--- config.mk ---
export PLATFORM = sky130hd
export DESIGN_NAME = fnorm_arb
export DESIGN_NICKNAME = d
export VERILOG_FILES = /design/src/rtl/fnorm_pkg.sv /design/src/rtl/fnorm_arb_rr_pick.sv /design/src/rtl/fnorm_arb.sv
export SDC_FILE = /design/constraint.sdc
export NUM_CORES = 1
export LEC_CHECK = 0
export ABC_AREA = 0
export CORE_AREA = 2 2 254 256
export CTS_CLUSTER_SIZE = 28
export DETAILED_ROUTE_END_ITERATION = 7
export DIE_AREA = 0 0 256 258
export HOLD_SLACK_MARGIN = 0.03
export RECOVER_POWER = 100
export SYNTH_ARGS = -nofsm -noshare
export SYNTH_HDL_FRONTEND = slang
export SYNTH_SLANG_ARGS = --single-unit
--- constraint.sdc ---
create_clock -name clk -period 3.7 [get_ports clk]
set_input_delay 0.37 -clock clk [delete_from_list [all_inputs] [get_ports clk]]
set_output_delay 0.37 -clock clk [all_outputs]
set_load 0.005 [all_outputs]
--- src/rtl/fnorm_pkg.sv ---
// Shared widths and record types for the normalizeD arbiter.
package fnorm_pkg;
    localparam int FN_NREQ = 4;
    localparam int FN_LAT  = 2;
    localparam int FN_TAGW = 9;
    localparam int FN_DW   = 82;
    localparam int FN_IDW  = 3;

    typedef struct packed {
        logic [FN_DW-1:0]   A;
        logic               isDBL;
        logic               isEXT;
        logic [FN_TAGW-1:0] tag;
    } fnorm_req_t;

    typedef struct packed {
        logic               vld;
        logic [FN_IDW-1:0]  id;
        logic [FN_TAGW-1:0] tag;
    } fnorm_trk_t;
endpackage

--- src/rtl/fnorm_arb_rr_pick.sv ---
// Round-robin picker: first eligible index at or after ptr, wrapping mod N.
module rr_pick #(
    parameter int N  = 4,
    parameter int PW = $clog2(N)
) (
    input  logic [N-1:0]  elig_i,
    input  logic [PW-1:0] ptr_i,
    output logic [N-1:0]  gnt_o,
    output logic [PW-1:0] win_o,
    output logic          any_o
);
    int j;

    always_comb begin
        gnt_o = '0;
        win_o = '0;
        any_o = 1'b0;
        j     = 0;
        for (int k = 0; k < N; k++) begin
            j = int'(ptr_i) + k;
            if (j >= N) j = j - N;
            if (!any_o && elig_i[PW'(j)]) begin
                any_o           = 1'b1;
                gnt_o[PW'(j)]   = 1'b1;
                win_o           = PW'(j);
            end
        end
    end
endmodule

--- src/rtl/fnorm_arb.sv ---
// Arbitrates NREQ FP requesters onto one pipelined normalizeD unit and routes
// results back by tracking {vld,id,tag} alongside the unit's pipeline.
module fnorm_arb
    import fnorm_pkg::*;
#(
    parameter int NREQ = FN_NREQ,
    parameter int LAT  = FN_LAT,
    parameter int TAGW = FN_TAGW,
    parameter int DW   = FN_DW
) (
    input  logic                       clk,
    input  logic                       rst,
    input  logic [NREQ-1:0]            req_vld,
    output logic [NREQ-1:0]            req_ready,
    input  logic [NREQ-1:0][DW-1:0]    req_A,
    input  logic [NREQ-1:0]            req_isDBL,
    input  logic [NREQ-1:0]            req_isEXT,
    input  logic [NREQ-1:0][TAGW-1:0]  req_tag,
    input  logic                       stall,
    input  logic                       flush,
    input  logic [NREQ-1:0]            flush_mask,
    output logic [DW-1:0]              nrm_A,
    output logic                       nrm_isDBL,
    output logic                       nrm_isEXT,
    output logic                       nrm_en,
    output logic                       nrm_clkEn,
    input  logic [DW-1:0]              nrm_res,
    output logic                       rsp_vld,
    output logic [2:0]                 rsp_id,
    output logic [TAGW-1:0]            rsp_tag,
    output logic [DW-1:0]              rsp_data,
    output logic                       busy
);
    localparam int PW = $clog2(NREQ);

    typedef struct packed {
        logic              vld;
        logic [FN_IDW-1:0] id;
        logic [TAGW-1:0]   tag;
    } trk_t;

    logic [NREQ-1:0] elig, gnt;
    logic [PW-1:0]   win, rr_ptr_q, rr_ptr_d;
    logic            any, issue;
    trk_t [LAT-1:0]  trk_q, trk_d;
    logic [LAT-1:0]  kill;

    assign elig = req_vld & ~({NREQ{flush}} & flush_mask);

    rr_pick #(.N(NREQ), .PW(PW)) u_pick (
        .elig_i (elig),
        .ptr_i  (rr_ptr_q),
        .gnt_o  (gnt),
        .win_o  (win),
        .any_o  (any)
    );

    // rst gates the grant so outputs drop the moment reset asserts.
    assign issue     = any & ~stall & ~rst;
    assign req_ready = issue ? gnt : '0;
    assign nrm_A     = req_A[win];
    assign nrm_isDBL = req_isDBL[win];
    assign nrm_isEXT = req_isEXT[win];
    assign nrm_en    = issue;
    assign nrm_clkEn = ~stall;

    assign rr_ptr_d = !issue                  ? rr_ptr_q :
                      (win == PW'(NREQ - 1))  ? '0       : win + 1'b1;

    always_comb begin
        kill = '0;
        for (int s = 0; s < LAT; s++)
            for (int r = 0; r < NREQ; r++)
                if (flush && flush_mask[r] && trk_q[s].id == FN_IDW'(r))
                    kill[s] = 1'b1;
    end

    // Kills apply every cycle; the shift itself only happens when not stalled.
    always_comb begin
        trk_d = trk_q;
        for (int s = 0; s < LAT; s++)
            trk_d[s].vld = trk_q[s].vld & ~kill[s];
        if (!stall) begin
            trk_d[0] = '{vld: issue, id: FN_IDW'(win), tag: req_tag[win]};
            for (int s = 1; s < LAT; s++) begin
                trk_d[s]     = trk_q[s-1];
                trk_d[s].vld = trk_q[s-1].vld & ~kill[s-1];
            end
        end
    end

    always_ff @(posedge clk or posedge rst) begin
        if (rst) begin
            rr_ptr_q <= '0;
            trk_q    <= '0;
        end else begin
            rr_ptr_q <= rr_ptr_d;
            trk_q    <= trk_d;
        end
    end

    assign rsp_vld  = trk_q[LAT-1].vld & ~stall & ~kill[LAT-1];
    assign rsp_id   = trk_q[LAT-1].id;
    assign rsp_tag  = trk_q[LAT-1].tag;
    assign rsp_data = nrm_res;

    always_comb begin
        busy = 1'b0;
        for (int s = 0; s < LAT; s++)
            busy = busy | trk_q[s].vld;
    end
endmodule
# == Word level (Yosys, flattened, before mapping) ==
# Cells that the tools add are included.
# op_classes
n_lt_le_gt_ge,13
n_shift,0
bitwise,17
add_sub_neg,8
n_reduce_logical,24
n_mux,55
div_mod_pow,0
eq_ne,7
multipliers,0
# ops
op,n
binary-select mux 82 bit (select 2 bit),1
2-to-1 mux 82 bit,1
2-to-1 mux 1 bit,26
2-to-1 mux 26 bit,1
2-to-1 mux 4 bit,5
logical AND 1 bit,19
binary-select mux 9 bit (select 2 bit),1
2-to-1 mux 2 bit,9
< comparator 2 x 4 -> 1 bit (second input constant),4
binary-select mux 1 bit (select 2 bit),6
OR 4 bit,3
equality test 2 bit (second input constant),5
greater-or-equal comparator 3 bit (second input constant),3
2-to-1 mux 9 bit,1
AND 4 bit,2
demux 1 bit (select 2 bit),4
greater-or-equal comparator 2 x 1 -> 1 bit (second input constant),4
subtractor 2 x 1 -> 2 bit (second input constant),4
adder 2 x 2 -> 3 bit (second input constant),2
AND 1 bit,6
logical NOT 3 bit,2
equality test 2 x 1 -> 1 bit (second input constant),2
inverter 1 bit,4
inverter 4 bit,1
6 further kinds,8
# word_totals
mem_bits_ro,0
output_inout_bits,186
regBits,26
wordCells,131
input_bits,466
n_memories,0
latch_bits,0
ramBits,0

# == Depth between registers and ports, before layout ==
# depth
ltp_word,19
ltp_mapped,12
ltp_nobuf,7

# == Cells and area by module ==
# A second synthesis with hierarchy kept.
# unflattened
hier_cells,367
area_unflattened_um2,4601.9
# by_module_without_submodules
module,seq_area_each_um2,cells_per_inst,area_each_um2,n_inst
fnorm_arb,650.6,304,4101.4,1
rr_pick,0.0,63,500.5,1

# == Worst setup path after synthesis ==
# No wires, ideal clock.
# synth_path
path_type,register -> output
startpoint,register rr_ptr_q[0]
endpoint,output nrm_A[48]
path_buffers,5
arrival_ns,2.721
slack_ns,0.609
stages_incl_launch_ff,13
path_cell_list,dfrtp_1 buf_4 inv_2 buf_2 ha_1 mux4_2 nand2_2 a22oi_1 buf_2 buf_6 buf_4 mux2i_1 mux2i_1
# synth_via
elab_chain_cells,17
word_cells_on_any_way,42
cone_classes,7 x add/sub; 4 x order compare; 25 x mux; 6 x reduce/logical
# synth_rtl
element,line,text
"start, declared",fnorm_arb.sv:43,"logic [PW-1:0] win, rr_ptr_q, rr_ptr_d;"
"start signal, assigned",fnorm_arb.sv:97,rr_ptr_q <= rr_ptr_d;
branches (longest 14 deep; another with adder 2 x 1 -> 3 bit),-,
2-to-1 mux 2 bit (*),fnorm_arb_rr_pick.sv:22,if (!any_o && elig_i[PW'(j)]) begin
binary-select mux 82 bit (select 2 bit) (*),fnorm_arb.sv:61,assign nrm_A = req_A[win];
2-to-1 mux 82 bit (implied by the code) (*),fnorm_arb.sv:61,
"end, declared",fnorm_arb.sv:22,"output logic [DW-1:0] nrm_A,"
# Mark *: on every way between the ends. The select of a mux whose other input is x is not followed.

# == Worst setup path in the final report ==
# layout_path
startpoint,input flush_mask[3]
endpoint,output nrm_A[61]
# layout_via
elab_chain_cells,18
word_cells_on_any_way,30
cone_classes,21 x mux; 3 x bitwise; 6 x reduce/logical
# layout_rtl
element,line,text
"start, declared",fnorm_arb.sv:21,"input logic [NREQ-1:0] flush_mask,"
AND 4 bit (*),fnorm_arb.sv:48,assign elig = req_vld & ~({NREQ{flush}} & flush_mask);
inverter 4 bit (*),fnorm_arb.sv:48,
AND 4 bit (*),fnorm_arb.sv:48,
binary-select mux 1 bit (select 2 bit),fnorm_arb_rr_pick.sv:22,
2-to-1 mux 1 bit (implied by the code) (2 in a row),fnorm_arb_rr_pick.sv:22,
2-to-1 mux 1 bit,fnorm_arb_rr_pick.sv:22,
logical NOT 1 bit,fnorm_arb_rr_pick.sv:22,
logical AND 1 bit,fnorm_arb_rr_pick.sv:22,
2-to-1 mux 1 bit,fnorm_arb_rr_pick.sv:22,
logical NOT 1 bit,fnorm_arb_rr_pick.sv:22,
logical AND 1 bit,fnorm_arb_rr_pick.sv:22,
2-to-1 mux 1 bit,fnorm_arb_rr_pick.sv:22,
logical NOT 1 bit,fnorm_arb_rr_pick.sv:22,
logical AND 1 bit,fnorm_arb_rr_pick.sv:22,
2-to-1 mux 2 bit (*),fnorm_arb_rr_pick.sv:22,
binary-select mux 82 bit (select 2 bit) (*),fnorm_arb.sv:61,
2-to-1 mux 82 bit (implied by the code) (*),fnorm_arb.sv:61,
# Every way passes the cells marked *; elsewhere a longest branch is shown, timed or not. The select of a mux whose other input is x is not followed.

==> impl_metrics.toml <==
[status]
status = "finished, violations left"
violations = "max-capacitance violations, max-slew violations"

[clock_tree]
clockBufferDepth = 2
numCtsBuffers = 3
cts_tree = "built"
root_buffer = "clkbuf_16"
insertion_delay_ns = 0.27
clk_pin_slew_ns = 0.06
cts_max_level = 1
cts.sinks = 26
postCtsHoldBufs = 0

[place]
place.gp.congestion = 0.861
dp_hpwl_mm = 32.7
preCtsSetupSlack_ns = -0.315
portBuffers = 486

[timing]
setup_ws_ns = 0.106
setup_violations = 0
drv_slew = 27
tightest_slew_ns = 1.54
skew_ns = 0.0144
period_share = 0.971
post-route-min-period_ns = 3.59
max_freq_ghz = 0.278
rsz0062_at_grt = "true"
maxSlewHeadroom = -0.0278
finalHoldViolations = 0

[synthesis]
synth_top_family_by_area = "multiplexers"
yosys_most_used_dff = "dfrtp_1"
postSynth.asyncResetShare = 1.00
synth_area_per_cell_um2 = 9.43
synthTopCellsByArea = "mux2i_1 45%, buf_4 14%, dfrtp_1 11%, mux2_2 2.4%, mux4_2 2.4%"
synth-seq-cells = 26
synth.net_count = 1082
synth_simple_gate_area_frac = 0.0541
yosysWarningCount = 0
synth_cell_types = 51
synth-compound-area-share = 0.129
synth-xor-area-share = 0.00306
synth_fa_ha_area_frac = 0.0175
synth_area_um2 = 5730
yosysTopAreaCell = "mux2i_1"
yosysSeqAreaShare = 0.114
synth.area.mux_share = 0.504
synth_edf_count = 0
synthCells = 608
yosys.area.top_type_share = 0.452

[power]
p_clk_frac = 0.030
seq_power_share = 0.055
p_sw_frac = 0.429
p_comb_frac = 0.914
ir_drop_mv = 0.350
intPower_mw = 5.25
p_sw_mw = 3.94
leakage_nw = 5.04
power_density_nw_per_um2 = 777

[global_route]
grt_pass1_wl_mm = 50.9
grt-ovfl-total = 0
antenna_found_initial = 13
first_global_vias = 7111
grt_max_degree = 30
track_usage = 0.105

[routing]
dr_total_vias = 6668
routed_via_density = 3.48
wl_mm = 37.6
first_iter_violations = 272
avgRoutedWirePerCell_um = 19.7
first_pass_iters = 5
route.detailed.drc = 0
drtAntennaViolNets = 0

[layout]
final_nets = 1528
area_growth_pct = 106
drive_gt1_frac = 0.145
final_core_util = 0.186
fillers = 7001
regArea_um2 = 651
multi_input_area_um2 = 4120

[floorplanning]
die_h_um = 258
die_w_um = 256
die_area_um2 = 66000
rows = 93
core-area_um2 = 63600
ios = 652
start_util = 0.0900

[worst_hold_path]
hp-class = "reg -> reg"

[critical_path]
crit_path_start_kind = "input pin"
crit_type = "in -> out"
cp.required_ns = 3.33
critPathCaptureType = "primary output"
crit_arrival_ns = 3.22
cp_max_fo = 22

[flow_run]
cap_viol_max_count = 1
per-layer routing:
layer,GRT usage,wire (µm),vias up
li1,-,-,3104
met1,0.131,16100,3099
met2,0.167,16700,410
met3,0.0366,3280,49
met4,0.0349,1280,6
met5,0.0135,155,-
kinds of logic after synthesis:
logic type      Yosys count
compound gates           81
xor+xnor                  2
fa+ha+maj                 8
buf+inv                 146
flops                    26
mux                     279
other cells               1
simple gates             65
repair_timing:
item,4_1_cts,5_1_grt
hold endpoints to repair,0,0
cloned,0,2
endpoints found under the setup margin,80,77
pin swaps,1,1
gates resized for setup,15,47
buffers inserted,0,1
per-stage QoR:
step           power [mW]  area (µm²)  setup TNS (ns)  std cells  hold WS (ns)
2_1_floorplan        4.79        5730               0        608         0.419
3_3_place_gp         8.72       11500           -5.90       1901         0.492
3_5_place_dp         8.78       11500           -8.84       1901         0.497
4_1_cts              9.20       11700       -0.000991       1905         0.516
5_1_grt              9.83       11800          -0.199       1913         0.528
6_report             9.19       11800               0       1914         0.504
layout by cell type (no fill, tap or decap), types with 2 or more instances in the layout:
cell type        count
clkdlybuf4s50_1    437
mux2i_1            250
buf_4               74
dlymetal6s2s_1      26
dfrtp_1             26
nand3_1             22
dlygate4sd3_1       17
nor2_1              16
a21oi_1             15
mux2_2              12
nand2_1             11
buf_12              11
mux2i_2              8
a41oi_1              7
o221ai_2             7
o221ai_1             7
nor4_1               7
a2111o_1             7
ha_1                 7
diode_2              6
mux4_2               6
o21ai_0              6
inv_1                5
clkbuf_16            5
a21boi_2             4
o211ai_1             4
a222oi_1             4
buf_6                4
a21bo_1              3
mux2i_4              3
a221oi_1             3
clkbuf_1             3
a22oi_2              2
a41oi_2              2
or3_1                2
xnor2_1              2
buf_16               2
buf_8                2
path summary, 6_finish.rpt:
path,startpoint,end,slack [ns],cells past startpoint
setup / recovery,flush_mask[3],nrm_A[61],0.11,11
hold / removal,rsp_tag[5]$_DFFE_PP0N_,rsp_tag[5]$_DFFE_PP0N_,0.50,1
setup reg to reg,rr_ptr_q[0]$_DFFE_PP0P_,rr_ptr_q[1]$_DFFE_PP0P_,0.88,7
hold reg to reg,rsp_tag[5]$_DFFE_PP0N_,rsp_tag[5]$_DFFE_PP0N_,0.50,1
max in group asynchronous,rst,rsp_tag[5]$_DFFE_PP0N_,1.61,3
min in group asynchronous,rst,rsp_tag[8]$_DFFE_PP0N_,1.17,3
state kept, by name, indices dropped and copies added (netlist names):
signal,flops
rsp_id,2
rsp_tag,9
rr_ptr_q,2
trk_q,13
worst max-delay path, cell delays in order:
cell             delay [ns]
clkdlybuf4s50_1        0.55
a21boi_2               0.10
buf_4                  0.16
mux2i_2                0.20
a41oi_2                0.17
a22oi_2                0.29
buf_8                  0.23
buf_12                 0.23
mux2i_4                0.32
mux2i_1                0.11
clkdlybuf4s50_1        0.46
layout make-up:
cell class                 instances  share of cell area
clock buffer                       4             0.00751
antenna                            6             0.00127
timing repair buffer             580               0.495
tap                              855              0.0905
sequential                        26              0.0550
inverter                           7             0.00243
multi-input combinational        436               0.349
power by group through the flow:
stage / combinational (mW) / sequential, mW / clock (mW)
2_1_floorplan: 4.30 / 0.490 / 0
6_report: 8.41 / 0.509 / 0.278
3_5_place_dp: 8.26 / 0.513 / 0
5_1_grt: 9.00 / 0.528 / 0.295
3_3_place_gp: 8.21 / 0.507 / 0
4_1_cts: 8.40 / 0.511 / 0.290
synthesized netlist by cell type (all sizes together), types with 8 or more instances:
master  instances
mux2           12
a21oi          15
o221ai         14
nand2          12
buf           130
clkbuf          9
mux2i         261
ha              8
dfrtp          26
nor2           16
nand3          22
a41oi           9
Power figures use the tool's default switching activity.
